$ cat config.mk
export PLATFORM = sky130hd
export DESIGN_NAME = decode_dispatch
export DESIGN_NICKNAME = d
export VERILOG_FILES = /design/src/rtl/decode_pkg.sv /design/src/rtl/dispatch_skid.sv /design/src/rtl/decode_dispatch.sv
export SDC_FILE = /design/constraint.sdc
export NUM_CORES = 1
export LEC_CHECK = 0
export BUFFER_PORTS_ARGS = -buffer_cell sky130_fd_sc_hd__buf_2
export CELL_PAD_IN_SITES_DETAIL_PLACEMENT = 1
export CELL_PAD_IN_SITES_GLOBAL_PLACEMENT = 2
export CORE_MARGIN = 5
export CORE_UTILIZATION = 29
export DETAILED_ROUTE_END_ITERATION = 7
export PLACE_DENSITY = 0.79
export SLEW_MARGIN = 20
export SYNTH_ARGS = -nofsm -noshare
export SYNTH_HDL_FRONTEND = slang
export SYNTH_HIERARCHICAL = 1
export SYNTH_SLANG_ARGS = --single-unit
$ cat constraint.sdc
create_clock -name clk -period 3.45 [get_ports clk]
set_clock_uncertainty 0.2 [all_clocks]
set_input_delay 0.345 -clock clk [delete_from_list [all_inputs] [get_ports clk]]
set_output_delay 0.345 -clock clk [all_outputs]
set_load 0.01 [all_outputs]
$ cat src/rtl/decode_pkg.sv
// Shared decode-stage definitions: opcode field geometry, the named opcodes,
// the legality check and the dispatch buffer state encoding.
package decode_pkg;

  localparam int OP_W      = 6;
  localparam int NUM_UNITS = 18;
  localparam int OP_MSB    = 15;
  localparam int OP_LSB    = 10;

  localparam logic [OP_W-1:0] OP_ADD  = 6'd0;
  localparam logic [OP_W-1:0] OP_SUB  = 6'd1;
  localparam logic [OP_W-1:0] OP_AND  = 6'd2;
  localparam logic [OP_W-1:0] OP_OR   = 6'd3;
  localparam logic [OP_W-1:0] OP_XOR  = 6'd4;
  localparam logic [OP_W-1:0] OP_SHL  = 6'd5;
  localparam logic [OP_W-1:0] OP_SHR  = 6'd6;
  localparam logic [OP_W-1:0] OP_MUL  = 6'd7;
  localparam logic [OP_W-1:0] OP_DIV  = 6'd8;
  localparam logic [OP_W-1:0] OP_LD   = 6'd9;
  localparam logic [OP_W-1:0] OP_ST   = 6'd10;
  localparam logic [OP_W-1:0] OP_BR   = 6'd11;
  localparam logic [OP_W-1:0] OP_JMP  = 6'd12;
  localparam logic [OP_W-1:0] OP_CALL = 6'd13;
  localparam logic [OP_W-1:0] OP_RET  = 6'd14;
  localparam logic [OP_W-1:0] OP_CMP  = 6'd15;
  localparam logic [OP_W-1:0] OP_MOV  = 6'd16;
  localparam logic [OP_W-1:0] OP_SYS  = 6'd17;

  typedef enum logic [1:0] {
    EMPTY = 2'd0,
    FULL  = 2'd1,
    SKID  = 2'd2
  } disp_state_e;

  function automatic logic op_is_legal(input logic [OP_W-1:0] op);
    return (op < OP_W'(NUM_UNITS));
  endfunction

endpackage

$ cat src/rtl/dispatch_skid.sv
// Two-entry word+opcode buffer (output register plus skid entry) with a
// registered ready, giving full throughput without a ready->ready path.
module dispatch_skid #(
  parameter int DATA_W = 16,
  parameter int OP_W   = 6
) (
  input  logic              clk,
  input  logic              rst_n,
  input  logic              push,
  input  logic [DATA_W-1:0] push_instr,
  input  logic [OP_W-1:0]   push_op,
  input  logic              fire,
  output logic              in_ready,
  output logic              buf_valid,
  output logic [DATA_W-1:0] out_instr,
  output logic [OP_W-1:0]   out_op
);
  import decode_pkg::*;

  disp_state_e       state_r, state_next_s;
  logic              in_ready_r;
  logic [DATA_W-1:0] out_instr_r, skid_instr_r;
  logic [OP_W-1:0]   out_op_r, skid_op_r;
  logic              load_out_s, load_skid_s, from_skid_s;

  // Next state and which entry to load this cycle
  always_comb begin
    state_next_s = state_r;
    load_out_s   = 1'b0;
    load_skid_s  = 1'b0;
    from_skid_s  = 1'b0;
    case (state_r)
      EMPTY: begin
        if (push) begin
          state_next_s = FULL;
          load_out_s   = 1'b1;
        end else begin
          state_next_s = EMPTY;
        end
      end
      FULL: begin
        if (fire && push) begin
          state_next_s = FULL;
          load_out_s   = 1'b1;
        end else if (fire) begin
          state_next_s = EMPTY;
        end else if (push) begin
          state_next_s = SKID;
          load_skid_s  = 1'b1;
        end else begin
          state_next_s = FULL;
        end
      end
      SKID: begin
        if (fire) begin
          state_next_s = FULL;
          from_skid_s  = 1'b1;
        end else begin
          state_next_s = SKID;
        end
      end
      default: state_next_s = EMPTY;
    endcase
  end

  // State, storage and ready registers; ready drops only while SKID is held
  always_ff @(posedge clk) begin
    if (!rst_n) begin
      state_r      <= EMPTY;
      in_ready_r   <= 1'b0;
      out_instr_r  <= '0;
      out_op_r     <= '0;
      skid_instr_r <= '0;
      skid_op_r    <= '0;
    end else begin
      state_r    <= state_next_s;
      in_ready_r <= (state_next_s != SKID);
      if (load_out_s) begin
        out_instr_r <= push_instr;
        out_op_r    <= push_op;
      end else if (from_skid_s) begin
        out_instr_r <= skid_instr_r;
        out_op_r    <= skid_op_r;
      end else begin
        out_instr_r <= out_instr_r;
        out_op_r    <= out_op_r;
      end
      if (load_skid_s) begin
        skid_instr_r <= push_instr;
        skid_op_r    <= push_op;
      end else begin
        skid_instr_r <= skid_instr_r;
        skid_op_r    <= skid_op_r;
      end
    end
  end

  assign in_ready  = in_ready_r;
  assign buf_valid = (state_r != EMPTY);
  assign out_instr = out_instr_r;
  assign out_op    = out_op_r;

endmodule

$ cat src/rtl/decode_dispatch.sv
// Decode-stage opcode dispatcher: routes each legal instruction word to one of
// NUM_UNITS channels; illegal opcodes are consumed, pulsed and counted.
module decode_dispatch #(
  parameter int DATA_W    = 16,
  parameter int OP_W      = 6,
  parameter int NUM_UNITS = 18,
  parameter int CNT_W     = 8
) (
  input  logic                 clk,
  input  logic                 rst_n,
  input  logic                 in_valid,
  output logic                 in_ready,
  input  logic [DATA_W-1:0]    in_instr,
  output logic [NUM_UNITS-1:0] out_valid,
  input  logic [NUM_UNITS-1:0] out_ready,
  output logic [DATA_W-1:0]    out_instr,
  output logic                 illegal,
  output logic [CNT_W-1:0]     illegal_count
);
  import decode_pkg::*;

  logic [OP_W-1:0]      in_op_s, out_op_s;
  logic                 accept_s, legal_s, push_s, fire_s, buf_valid_s;
  logic [NUM_UNITS-1:0] out_valid_s;
  logic                 illegal_r;
  logic [CNT_W-1:0]     illegal_count_r;

  assign in_op_s  = in_instr[OP_MSB:OP_LSB];
  assign legal_s  = op_is_legal(in_op_s);
  assign accept_s = in_valid && in_ready;
  assign push_s   = accept_s && legal_s;

  dispatch_skid #(
    .DATA_W (DATA_W),
    .OP_W   (OP_W)
  ) u_skid (
    .clk        (clk),
    .rst_n      (rst_n),
    .push       (push_s),
    .push_instr (in_instr),
    .push_op    (in_op_s),
    .fire       (fire_s),
    .in_ready   (in_ready),
    .buf_valid  (buf_valid_s),
    .out_instr  (out_instr),
    .out_op     (out_op_s)
  );

  // One-hot decode of the buffered opcode onto the channel valids
  always_comb begin
    out_valid_s = '0;
    for (int k = 0; k < NUM_UNITS; k++) begin
      out_valid_s[k] = buf_valid_s && (out_op_s == OP_W'(k));
    end
  end

  // Only the selected channel's ready can complete a transfer
  assign fire_s    = |(out_valid_s & out_ready);
  assign out_valid = out_valid_s;

  // Illegal pulse and saturating illegal-opcode counter
  always_ff @(posedge clk) begin
    if (!rst_n) begin
      illegal_r       <= 1'b0;
      illegal_count_r <= '0;
    end else begin
      illegal_r <= accept_s && !legal_s;
      if (accept_s && !legal_s && (illegal_count_r != {CNT_W{1'b1}})) begin
        illegal_count_r <= illegal_count_r + CNT_W'(1);
      end else begin
        illegal_count_r <= illegal_count_r;
      end
    end
  end

  assign illegal       = illegal_r;
  assign illegal_count = illegal_count_r;

endmodule

; ---- Yosys cells after proc, flatten, opt, wreduce, memory -nomap -nowiden
; Cells that the tools add are included.
[classes]
add_sub_neg = 1
n_lt_le_gt_ge = 1
eq_ne = 21
muxes = 18
n_bitwise = 1
reduce_logical = 29
[op_table]
columns = cell, n
row1 = $eq A6 B4 Y1 const B, 8
row2 = $mux W16, 2
row3 = $eq A6 B3 Y1 const B, 4
row4 = $logic_and A1 B1 Y1, 23
row5 = $and A18 B18 Y18, 1
row6 = $reduce_or A18 Y1, 1
row7 = $eq A6 B2 Y1 const B, 2
row8 = $eq A6 B5 Y1 const B, 2
row9 = $mux W6, 2
row10 = $add A8 B1 Y8 const B, 1
row11 = $mux W1, 8
row12 = $mux W2, 4
row13 = $ne A8 B8 Y1 const B, 1
row14 = $eq A6 B1 Y1 const B, 1
row15 = $logic_not A6 Y1, 1
row16 = $lt A6 B5 Y1 const B, 1
row17 = $pmux W2 S3, 1
row18 = $reduce_bool A2 Y1, 2
row19 = $eq A2 B1 Y1 const B, 1
row20 = $eq A2 B2 Y1 const B, 1
row21 = $logic_not A2 Y1, 1
row22 = $ne A2 B2 Y1 const B, 1
row23 = $pmux W1 S2, 1
row24 = $logic_not A1 Y1, 1
[word_totals]
reg_bits = 56
input_bits = 37
out_inout_bits = 44
wordCells = 79

; ---- Depth between registers and ports, before layout
; Gate-level depths: netlist of run 1.
[depth]
word_depth = 8
depth_mapped = 14
depth_no_buf = 10

; ---- Cells and area by module
; The synthesis of run 1 kept the hierarchy.
[by_module_without_submodules]
columns = module, instances, cells_per_inst, area_each_um2, seq_area_each_um2
row1 = dispatch_skid, 1, 241, 2005.7, 940.9
row2 = decode_dispatch, 1, 107, 792.0, 180.2

; ---- Worst setup path before layout of run 1
; OpenSTA, ideal clock, no wires.
[synth_timing]
path_kind = reg-to-reg
start = register u_skid.state_r[1]
end = register u_skid.skid_instr_r[10]
setup_time_ps = 76
t_arrival_ps = 2819
t_required_ps = 3174
slack_ps = 356
path_stages_with_launch = 15
path_buffers = 4
synth_period_minus_slack_ps = 3094
path_cell_list = dfxtp_1 > buf_2 > buf_1 > or2_2 > and4bb_2 > nand2_1 > o22ai_1 > or4b_1 > inv_1 > ha_1 > and3b_1 > buf_2 > buf_2 > nand2_1 > a21boi_0
[synth_between]
elab_chain_cells = 7
elab_cells_between_ends = 26
cone_classes = eq/ne (1) / mux (3) / bitwise (1) / reduce/logical (21)
[synth_rtl]
columns = item, line
row1 = "start, declared", dispatch_skid.sv:20  ; disp_state_e state_r, state_next_s;
row2 = "start signal, assigned", dispatch_skid.sv:76  ; state_r <= state_next_s;
row3 = $reduce_bool A2 Y1 *, dispatch_skid.sv:99  ; assign buf_valid = (state_r != EMPTY);
row4 = via buf_valid_s, decode_dispatch.sv:23  ; logic accept_s, legal_s, push_s, fire_s, buf_valid_s;
row5 = $logic_and A1 B1 Y1, decode_dispatch.sv:53  ; out_valid_s[k] = buf_valid_s && (out_op_s == OP_W'(k));
row6 = $and A18 B18 Y18 *, decode_dispatch.sv:58  ; assign fire_s = |(out_valid_s & out_ready);
row7 = $reduce_or A18 Y1 *, decode_dispatch.sv:58
row8 = via fire_s, decode_dispatch.sv:23
row9 = $mux W1 or $logic_and A1 B1 Y1 (tied branches), "dispatch_skid.sv:45, dispatch_skid.sv:42"
row10 = $mux W1 *, dispatch_skid.sv:42  ; if (fire && push) begin
row11 = $mux W1 *, dispatch_skid.sv:32  ; case (state_r)
row12 = "end signal, assigned", dispatch_skid.sv:89  ; skid_instr_r <= push_instr;
row13 = "end signal, assigned", dispatch_skid.sv:92  ; skid_instr_r <= skid_instr_r;
row14 = "end, declared", dispatch_skid.sv:22  ; logic [DATA_W-1:0] out_instr_r, skid_instr_r;
; Mark *: on every way through the listed nets, which the timed path passes. The rest lies on a longest branch.
; A chain may end at the register's enable or synchronous reset.

; ---- Worst setup path after layout of run 1
[layout_timing]
start = register u_skid.state_r[0]
end = register u_skid.out_instr_r[14], in the netlist u_skid/out_instr[14]
[layout_between]
elab_chain_cells = 8
elab_cells_between_ends = 31
cone_classes = eq/ne (2) / mux (5) / bitwise (1) / reduce/logical (23)
[layout_rtl]
columns = item, line
row1 = $reduce_bool A2 Y1 *, dispatch_skid.sv:99
row2 = via buf_valid_s, decode_dispatch.sv:23
row3 = $logic_and A1 B1 Y1, decode_dispatch.sv:53
row4 = $and A18 B18 Y18 *, decode_dispatch.sv:58
row5 = $reduce_or A18 Y1 *, decode_dispatch.sv:58
row6 = via fire_s, decode_dispatch.sv:23
row7 = $logic_and A1 B1 Y1, dispatch_skid.sv:42
row8 = $mux W1, dispatch_skid.sv:42
row9 = $pmux W1 S2, dispatch_skid.sv:32
row10 = $mux W16 or $reduce_bool A2 Y1 (tied branches), --
row11 = "end signal, assigned", dispatch_skid.sv:79  ; out_instr_r <= push_instr;
row12 = "end signal, assigned", dispatch_skid.sv:82  ; out_instr_r <= skid_instr_r;
row13 = "end signal, assigned", dispatch_skid.sv:85  ; out_instr_r <= out_instr_r;
row14 = "end, declared", dispatch_skid.sv:22
; Marks and branches as above.

==> key figures, run 1 <==
Power
  – Clock power frac: between 30% and 40%
  – Internal: 878 uW
  – Combinational share of power: 10.2%
  – Leakage: 1.29 nW
  – Maximum vdd drop: 0.000142 V
  – P_sw: 315 uW
  – Power Dens Cells: roughly 350 nW/um^2
  – Switching part of the total: 26.4%
  – Sequential Power Share: 56.2%

STA
  – Unrepaired setup endpoints after global routing: false
  – Setup_tns: 0 ns
  – Fmax: roughly 0.31 GHz
  – Worst-margin pin slew: between 0.9 and 1 ns
  – Slew Limit Fails: 0
  – Hold Vio Cnt, Final: 0
  – Tmin final: 3.22 ns
  – Max_slew headroom: 39.0%
  – Setup violators final: 0
  – Final period utilization: 93.2%

GRT
  – Grt total ovfl: 0
  – First-pass GRT wire length: 14.0 mm
  – Vias in the first global route: 2748
  – Pin count of the biggest net entering global routing: 43
  – GRT Overall Usage: 14.8%
  – Initial antenna violation count: 0

Yosys
  – Top cell type by total area after synthesis: dfxtp_1
  – Synth async-reset ratio: 0%
  – Synth Net Count: 388
  – Synth Flop Type: dfxtp_1
  – Synth Instances: ~350
  – Post-Syn Area: around 2800 sq um
  – Syn. warnings: 6
  – Post-synth EDFFs: 0
  – Library cells used by synthesis: 50
  – Share of the synthesized area in the top cell type: 40.1%
  – Most frequent cell after synthesis: nand2_1
  – Commonest cells in the synthesized netlist: 98 x nand2_1, 56 x dfxtp_1, 26 x a31oi_1
  – Yosys reg bits: 56
  – Post-synthesis sequential area ratio: roughly two fifths
  – Post-synthesis average cell area: 8.04 sq um
  – Synth top area cells: dfxtp_1 40%, nand2_1 13%, o31ai_1 6.4%, a31oi_1 5.8%, a21boi_0 4.0%

Setup path
  – CP required: 3.50 ns
  – Cells along the critical path: or2_2 -> and4bb_2 -> nand2_1 -> o22ai_1 -> or4b_1 -> ha_1 -> mux2i_4 -> buf_4 -> o31ai_1 -> a31oi_1
  – R2R cell count: 10
  – RR Endpoint: u_skid/out_instr[14]
  – Max incr delay on CP: 0.58 ns
  – CP endpoint kind: flip-flop
  – Worst Setup Start Kind: flip-flop
  – FF-to-FF Start: u_skid/state_r[0]
  – Worst path slowest cell: or4b_1
  – Crit Path Category: reg2reg
  – Crit path arrival time: 3.26 ns
  – CP Max Fanout: 18
  – Crit path from: u_skid/state_r[0]
  – Register-to-register setup slack: between 0.2 and 0.25 ns

Die
  – Num ports: between 80 and 90
  – Die H: 108 microns
  – Die footprint: 11700 sq um
  – Starting Density: 30.0%
  – Die Width: 108 microns
  – Core ar.: 9330 sq um
  – Num rows: 35

Routing
  – DRC viols: 0
  – Post-route ant nets: 0
  – Starting DRT DRC Count: 96
  – WL final: 8.55 mm
  – DR pass1 iterations: 4
  – Routed wire per std cell: about 16 microns
  – Via/cell ratio: approximately 5
  – Via count: 2739

Place
  – Post-DP HPWL: ~6 mm
  – IO Port Bufs: 80
  – Post-DP Area: ~3300 sq um
  – Final Wtd Congestion: between 0.7 and 0.8

Status
  – Status: completed

Clocking
  – Worst-path clk slew: 0.11 ns
  – Post-CTS Hold Fix Bufs: 0
  – Cts bufs inserted: 5
  – CTS tree: built
  – Clock sink total: 56
  – H-tree depth: 2
  – CTS root buf: clkbuf_8
  – Max Buffers Root-to-Sink: 2
  – Clock Latency Late Sink: roughly 0.32 ns

Final layout
  – Final #Nets: between 400 and 500
  – Final-layout fill cell count: 1172
  – Final instance area: 3390 sq um
  – Antenna cells: 0
  – Share of layout cells above drive strength 1: 25.4%
  – Area Growth Syn to Fin: 21.1%

Hold path
  – Hold Crit Depth: 3
  – Hold path start: in_instr[6]
  – Hold Path Sink: u_skid/skid_instr_r[6]
  – HP Class: in2reg

Flow run
  – Max-cap violations: 0
[state kept, by name (all words and copies together) (netlist names)]
signal	cells
u_skid/skid_instr_r	16
u_skid/out_instr	16
u_skid/state_r	2
u_skid/skid_op_r	6
illegal_count	8
illegal	1
u_skid/in_ready	1
u_skid/out_op	6
[metal layers]
metal	wire length (microns)	part of all wire, %	global-route usage (%)	vias to the layer above
met5	0	0	0	-
met1	3910	46	18.4	1313
li1	-	-	-	1356
met2	4100	48	25.4	59
met4	115	1.3	4.69	0
met3	431	5.0	3.10	11
[final cells by class]
type	instances	area (sq um)	share of cell area [%]
clock buffer	6	82.6	2.44
clock inverter	2	15.0	0.443
inverter	7	26.3	0.776
multi-input combinational	258	1510	44.6
sequential	56	1120	33.1
tap	129	161	4.77
timing repair buffer	89	472	13.9
[power by group through the flow]
stage | clock (mW) | sequential, mW | combinational [mW]
after global routing | 0.433 | 0.673 | 0.135
after global placement | 0 | 0.685 | 0.121
after CTS | 0.405 | 0.671 | 0.124
final | 0.401 | 0.670 | 0.122
after floorplan | 0 | 0.686 | 0.0669
after detailed placement | 0 | 0.686 | 0.123
[how the worst max path moves through the flow]
| stage | endpoint | slack, ns | depth (start not counted) |
|---|---|---|---|
| 4_1_cts | u_skid/out_instr[2] | 0.22 | 10 |
| 3_5_place_dp | u_skid/out_instr[2] | 0.24 | 10 |
| 3_3_place_gp | u_skid/out_op[1] | 0.34 | 10 |
| 2_1_floorplan | u_skid/skid_instr_r[10] | 0.36 | 14 |
| 5_1_grt | u_skid/out_instr[14] | 0.02 | 10 |
| 6_report | u_skid/out_instr[14] | 0.23 | 10 |
[logic make-up after synthesis]
group | count (synthesis) | share of synthesized area [%]
and+or+nand+nor | 156 | 25.8
AOI/OAI and AO/OA | 92 | 22.7
DFF | 56 | 40.1
buffers and inverters | 34 | 6.04
muxes | 7 | 4.07
adders and majority gates | 3 | 1.34
[critical path: cells and delay by family, from the launching register on]
kind | cells | cell delay, ns
AOI/OAI and AO/OA | 3 | 0.37
adders and majority gates | 1 | 0.26
buffers and inverters | 1 | 0.31
DFF | 1 | 0.41
muxes | 1 | 0.22
and+or+nand+nor | 4 | 1.37
[cells in the final DEF (no fill, tap or decap), types with 4 or more instances in the layout]
cell type  netlist  final
nand2_1         98     98
buf_2            9     80
dfxtp_1         56     56
a31oi_1         26     26
o31ai_1         24     24
nor2_1          20     20
a21boi_0        15     15
buf_4            0      8
a21oi_1          7      7
a21boi_1         7      7
inv_1            6      6
clkbuf_8         0      6
nand3b_1         5      5
o21ai_0          4      4
[stage by stage]
| step | setup slack (ns) | hold WS, ns | power [mW] | instances | utilization [%] |
|---|---|---|---|---|---|
| 3_3_place_gp | 0.345 | 0.241 | 0.806 | 539 | 35.2 |
| 2_1_floorplan | 0.356 | 0.235 | 0.753 | 348 | - |
| 3_5_place_dp | 0.244 | 0.245 | 0.809 | 539 | 35.2 |
| 4_1_cts | 0.217 | 0.0615 | 1.20 | 547 | 36.3 |
| 6_report | 0.235 | 0.0575 | 1.19 | 547 | 36.3 |
| 5_1_grt | 0.0184 | 0.0522 | 1.24 | 547 | 36.3 |
[what timing repair did]
| item | CTS | global route |
|---|---|---|
| buffers inserted | 0 | 0 |
| endpoints found under the setup margin | 0 | 2 |
| resized for setup | 0 | 2 |
Note: power is estimated with default switching activity, not from simulation.
==> run 2: changes to the inputs <==
- MAX_ROUTING_LAYER: not set -> met4
==> key figures, run 2 (synthesized netlist as in run 1, its figures left out) <==
Status
  – Status: completed (unchanged)

Setup path
  – Max incr delay on CP: 0.58 ns (about the same)
  – WP buf/inv: 1 (unchanged)
  – Worst path top cell family by delay: simple AND/OR/NAND/NOR gates (unchanged)
  – FF-to-FF Start: u_skid/state_r[0] (unchanged)
  – CP Max Fanout: 18 (unchanged)
  – CP required: 3.51 ns (was 3.50 ns)
  – Worst Setup Start Kind: flip-flop (unchanged)
  – Worst path slowest cell: or4b_1 (unchanged)
  – Crit path arrival time: 3.28 ns (was 3.26 ns)
  – Register-to-register setup slack: 0.23 ns (about the same)
  – CP endpoint kind: flip-flop (unchanged)
  – RR Endpoint: u_skid/out_instr[10] (was u_skid/out_instr[14])
  – Crit Path Category: reg2reg (unchanged)
  – R2R cell count: 10 (unchanged)
  – Cells along the critical path: or2_2 -> and4bb_2 -> nand2_1 -> o22ai_1 -> or4b_1 -> ha_1 -> mux2i_4 -> buf_4 -> o31ai_1 -> a31oi_1 (unchanged)

Hold path
  – Hold Path Sink: u_skid/skid_instr_r[6] (unchanged)
  – HP Class: in2reg (unchanged)
  – Hold Crit Depth: 3 (unchanged)
  – Hold path start: in_instr[6] (unchanged)

Die
  – Num rows: 35 (unchanged)
  – Die footprint: 11700 sq um (unchanged)
  – Num ports: 81 (unchanged)
  – Die H: 108 microns (unchanged)
  – Core ar.: 9330 sq um (unchanged)
  – Die Width: 108 microns (unchanged)
  – Starting Density: 30.0% (unchanged)

Power
  – Leakage: 1.29 nW (unchanged)
  – P_sw: 314 uW (was 315 uW)
  – Internal: 878 uW (about the same)
  – Clock power frac: 33.5% (was 33.6%)
  – Power Dens Cells: 352 nW/um^2 (about the same)
  – Combinational share of power: 10.2% (about the same)
  – Maximum vdd drop: 0.000141 V (was 0.000142 V)
  – Switching part of the total: 26.3% (was 26.4%)
  – Sequential Power Share: 56.3% (was 56.2%)

STA
  – Tmin final: 3.22 ns (about the same)
  – Slew Limit Fails: 0 (unchanged)
  – Setup_tns: 0 ns (unchanged)
  – Fmax: 0.310 GHz (was 0.311 GHz)
  – Final period utilization: 93.5% (was 93.2%)
  – Setup violators final: 0 (unchanged)
  – Unrepaired setup endpoints after global routing: false (unchanged)
  – Hold Slack: 0.0608 ns (was 0.0575 ns)
  – Max_slew headroom: 38.8% (was 39.0%)
  – Hold Vio Cnt, Final: 0 (unchanged)
  – Worst-margin pin slew: 0.915 ns (was 0.913 ns)

Final layout
  – Antenna cells: 0 (unchanged)
  – Final-layout fill cell count: 1172 (unchanged)
  – Final #Nets: 457 (unchanged)
  – Post-route core utilization: 36.3% (unchanged)
  – Area Growth Syn to Fin: 21.1% (unchanged)
  – Commonest non-fill, non-tap cells in the layout: 98 x nand2_1, 80 x buf_2, 56 x dfxtp_1, 26 x a31oi_1, 24 x o31ai_1 (unchanged)
  – Share of layout cells above drive strength 1: 25.4% (unchanged)
  – Footprint of the multi-input gates: 1510 sq um (unchanged)
  – Register area: 1120 sq um (unchanged)
  – Non-Filler Instances: 547 (unchanged)
  – Commonest non-fill, non-tap cell in the layout: nand2_1 (unchanged)

Routing
  – Via/cell ratio: 5.03 (was 5.01)
  – DR pass1 iterations: 4 (unchanged)
  – Via count: 2749 (was 2739)
  – Post-route ant nets: 0 (unchanged)
  – WL final: 8.55 mm (about the same)
  – Routed wire per std cell: 15.6 microns (about the same)
  – Starting DRT DRC Count: 83 (was 96)
  – DRC viols: 0 (unchanged)

Clocking
  – CTS root buf: clkbuf_8 (unchanged)
  – Post-CTS Setup Bufs: 0 (unchanged)
  – H-tree depth: 2 (unchanged)
  – Worst-path clk slew: 0.11 ns (about the same)
  – Clock Latency Late Sink: 0.32 ns (about the same)
  – Cts bufs inserted: 5 (unchanged)
  – CTS tree: built (unchanged)
  – Max Buffers Root-to-Sink: 2 (unchanged)
  – Clock sink total: 56 (unchanged)

Place
  – IO Port Bufs: 80 (unchanged)
  – Post-DP HPWL: 6.00 mm (unchanged)
  – Dpl cells: 539 (unchanged)
  – Final Wtd Congestion: 0.737 (was 0.728)

GRT
  – Pin count of the biggest net entering global routing: 43 (unchanged)
  – First-pass GRT wire length: 13.9 mm (was 14.0 mm)
  – Grt total ovfl: 0 (unchanged)
  – Initial antenna violation count: 0 (unchanged)
  – Vias in the first global route: 2757 (was 2748)
  – GRT Overall Usage: 15.2% (was 14.8%)

Flow run
  – Max-cap violations: 0 (unchanged)
run 2: final cells by class:
cell class	count	area share (%)
Multi-Input combinational cell	258	44.6
Sequential cell	56	33.1
Timing Repair Buffer	89	13.9
Tap cell	129	4.77
Clock buffer	6	2.44
Inverter	7	0.776
Clock inverter	2	0.443
run 2: worst max path at each step:
| stage | from | endpoint | slack [ns] | cells after the start |
|---|---|---|---|---|
| after floorplan | u_skid/state_r[1] | u_skid/skid_instr_r[10] | 0.36 | 14 |
| after global placement | u_skid/out_op[0] | u_skid/out_op[1] | 0.34 | 10 |
| after detailed placement | u_skid/state_r[0] | u_skid/out_instr[2] | 0.24 | 10 |
| after CTS | u_skid/state_r[0] | u_skid/out_instr[2] | 0.22 | 10 |
| after global routing | u_skid/state_r[0] | u_skid/out_instr[14] | 0.02 | 10 |
| final | u_skid/state_r[0] | u_skid/out_instr[10] | 0.23 | 10 |
run 2: power groups by stage:
stage	clock [mW]	sequential, mW	combinational [mW]
2_1_floorplan	0	0.686	0.0669
3_3_place_gp	0	0.685	0.121
3_5_place_dp	0	0.686	0.123
4_1_cts	0.405	0.671	0.124
5_1_grt	0.434	0.673	0.135
6_report	0.399	0.670	0.122
run 2: repair_timing:
| item | 4_1_cts | 5_1_grt |
|---|---|---|
| gates resized for setup | 0 | 2 |
| hold buffers | 0 | 0 |
| hold endpoints to repair | 0 | 0 |
| setup endpoints to repair | 0 | 2 |
run 2: stage by stage:
stage	power [mW]	setup slack [ns]	instance area [sq um]
2_1_floorplan	0.753	0.356	2800
3_3_place_gp	0.806	0.345	3280
3_5_place_dp	0.809	0.244	3280
4_1_cts	1.20	0.217	3380
5_1_grt	1.24	0.0176	3390
6_report	1.19	0.225	3390
run 2: per-layer routing:
layer / global-route usage, % / share of wire (%) / up-vias
li1: - / - / 1360
met1: 18.8 / 46 / 1322
met2: 25.3 / 48 / 57
met3: 2.57 / 4.2 / 10
met4: 4.69 / 1.3 / 0
met5: - / 0 / -
run 2: tightest hold or removal path, cell delays in order:
cell and delay [ns]:
buf_2 0.11, nand2_1 0.05, a21boi_1 0.05
==> run 3: changes to the inputs <==
- clock period: 3.45 -> 3.1 ns (I/O delays scaled with it)
==> key figures, run 3 (synthesized netlist as in run 1, its figures left out) <==
Routing
  – DR pass1 iterations: 4 (unchanged)
  – Starting DRT DRC Count: 138 (was 83)
  – Post-route ant nets: 0 (unchanged)
  – Via count: 2716 (was 2749)
  – Routed wire per std cell: 15.5 microns (was 15.6 microns)
  – Via/cell ratio: 4.93 (was 5.03)
  – WL final: 8.54 mm (was 8.55 mm)
  – DRC viols: 0 (unchanged)

GRT
  – GRT Overall Usage: 15.2% (about the same)
  – Grt total ovfl: 0 (unchanged)
  – Pin count of the biggest net entering global routing: 46 (was 43)
  – First-pass GRT wire length: 14.0 mm (was 13.9 mm)
  – Vias in the first global route: 2772 (was 2757)
  – Initial antenna violation count: 0 (unchanged)

Power
  – Maximum vdd drop: 0.000195 V (was 0.000141 V)
  – Leakage: 1.32 nW (was 1.29 nW)
  – Power Dens Cells: 379 nW/um^2 (was 352 nW/um^2)

STA
  – Setup violators final: 0 (unchanged)
  – Max_slew headroom: 43.4% (was 38.8%)
  – Hold Vio Cnt, Final: 0 (unchanged)
  – Worst-margin pin slew: 0.847 ns (was 0.915 ns)
  – Final period utilization: 93.5% (about the same)
  – Tmin final: 2.90 ns (was 3.22 ns)
  – Fmax: 0.345 GHz (was 0.310 GHz)
  – Hold Slack: 0.0241 ns (was 0.0608 ns)
  – Slew Limit Fails: 0 (unchanged)
  – Setup_tns: 0 ns (unchanged)
  – Unrepaired setup endpoints after global routing: false (unchanged)

Final layout
  – Commonest non-fill, non-tap cells in the layout: 98 x nand2_1, 80 x buf_2, 55 x dfxtp_1, 26 x a31oi_1, 24 x o31ai_1 (was 98 x nand2_1, 80 x buf_2, 56 x dfxtp_1, 26 x a31oi_1, 24 x o31ai_1)
  – Antenna cells: 0 (unchanged)
  – Commonest non-fill, non-tap cell in the layout: nand2_1 (unchanged)
  – Area Growth Syn to Fin: 22.9% (was 21.1%)
  – Share of layout cells above drive strength 1: 26.5% (was 25.4%)
  – Final #Nets: 461 (was 457)

Place
  – IO Port Bufs: 80 (unchanged)
  – Post-DP HPWL: 5.99 mm (was 6.00 mm)
  – Final Wtd Congestion: 0.761 (was 0.737)

Flow run
  – Max-cap violations: 0 (unchanged)

Die
  – Die footprint: 11700 sq um (unchanged)
  – Starting Density: 30.0% (unchanged)
  – Core ar.: 9330 sq um (unchanged)
  – Num rows: 35 (unchanged)
  – Die H: 108 microns (unchanged)
  – Num ports: 81 (unchanged)
  – Die Width: 108 microns (unchanged)

Setup path
  – CP Max Fanout: 22 (was 18)
  – CP required: 3.10 ns (was 3.51 ns)
  – Worst Setup Start Kind: flip-flop (unchanged)
  – CP endpoint kind: flip-flop (unchanged)
  – Crit path arrival time: 2.89 ns (was 3.28 ns)
  – Crit Path Category: reg2reg (unchanged)

Clocking
  – Clock sink total: 56 (unchanged)
  – Post-CTS Setup Bufs: 0 (unchanged)
  – Worst-path clk slew: 0.11 ns (about the same)
  – Clock Latency Late Sink: 0.32 ns (about the same)
  – CTS tree: built (unchanged)
  – Cts bufs inserted: 5 (unchanged)
  – H-tree depth: 2 (unchanged)
  – Max Buffers Root-to-Sink: 2 (unchanged)
  – CTS root buf: clkbuf_8 (unchanged)

Status
  – Status: completed (unchanged)

Hold path
  – HP Class: in2reg (unchanged)
run 3: cell count changes in the layout (fill, tap and decap cells not counted), moves of 2 or more:
| cell | change |
|---|---|
| a21boi_1 | +2 |
| buf_12 | +2 |
| buf_4 | +2 |
| a21boi_0 | -2 |
run 3: layer usage:
layer	part of all wire [%]	GRT usage [%]	wire length, microns	up-vias
li1	-	-	-	1371
met1	44	18.1	3790	1282
met2	49	26.0	4190	55
met3	5.5	3.22	469	8
met4	1.1	4.24	95	0
met5	0	-	0	-
run 3: worst max-delay path, cell delays in order (launching register included):
cell and delay [ns]:
dfxtp_2 0.38, mux4_1 0.58, nand3_1 0.10, o21ai_1 0.07, or4b_4 0.59, ha_1 0.23
mux2i_4 0.17, or2_4 0.32, a31oi_1 0.13
run 3: repair_timing:
item                                    4_1_cts  5_1_grt
endpoints found under the hold margin         0        0
resized for setup                             1        5
endpoints found under the setup margin        1       45
hold buffers                                  0        0
run 3: power breakdown:
group	leakage (nW)	total (mW)	internal [mW]	switching, mW
logic	0.820	0.138	0.0630	0.0752
registers	0.454	0.746	0.734	0.0115
clock network	0.0445	0.419	0.161	0.258
total	1.32	1.30	0.958	0.345
run 3: metrics by stage:
| step | instances | cell area [sq um] | util (%) | power, mW | setup slack, ns |
|---|---|---|---|---|---|
| floorplan | 348 | 2800 | - | 0.838 | 0.00563 |
| global placement | 543 | 3340 | 35.8 | 0.898 | 0.167 |
| detailed placement | 543 | 3340 | 35.8 | 0.901 | 0.0377 |
| CTS | 551 | 3430 | 36.8 | 1.32 | 0.0153 |
| global route | 551 | 3440 | 36.9 | 1.36 | 0.0211 |
| finish | 551 | 3440 | 36.9 | 1.30 | 0.203 |
run 3: worst paths after layout:
check	startpoint	endpoint	slack, ns	cells after the start
max	u_skid/out_op[0]	u_skid/out_instr[2]	0.20	8
min	in_instr[5]	u_skid/skid_instr_r[5]	0.02	3
max reg2reg	u_skid/out_op[0]	u_skid/out_instr[2]	0.20	8
min reg2reg	u_skid/skid_instr_r[6]	u_skid/skid_instr_r[6]	0.26	2
run 3: layout make-up:
type | instances | area (sq um)
clock buffer | 5 | 68.8
clock inverter | 3 | 21.3
fill | 1167 | 5890
inverter | 7 | 26.3
multi-input combinational | 258 | 1510
sequential | 56 | 1120
tap | 129 | 161
timing repair buffer | 93 | 527
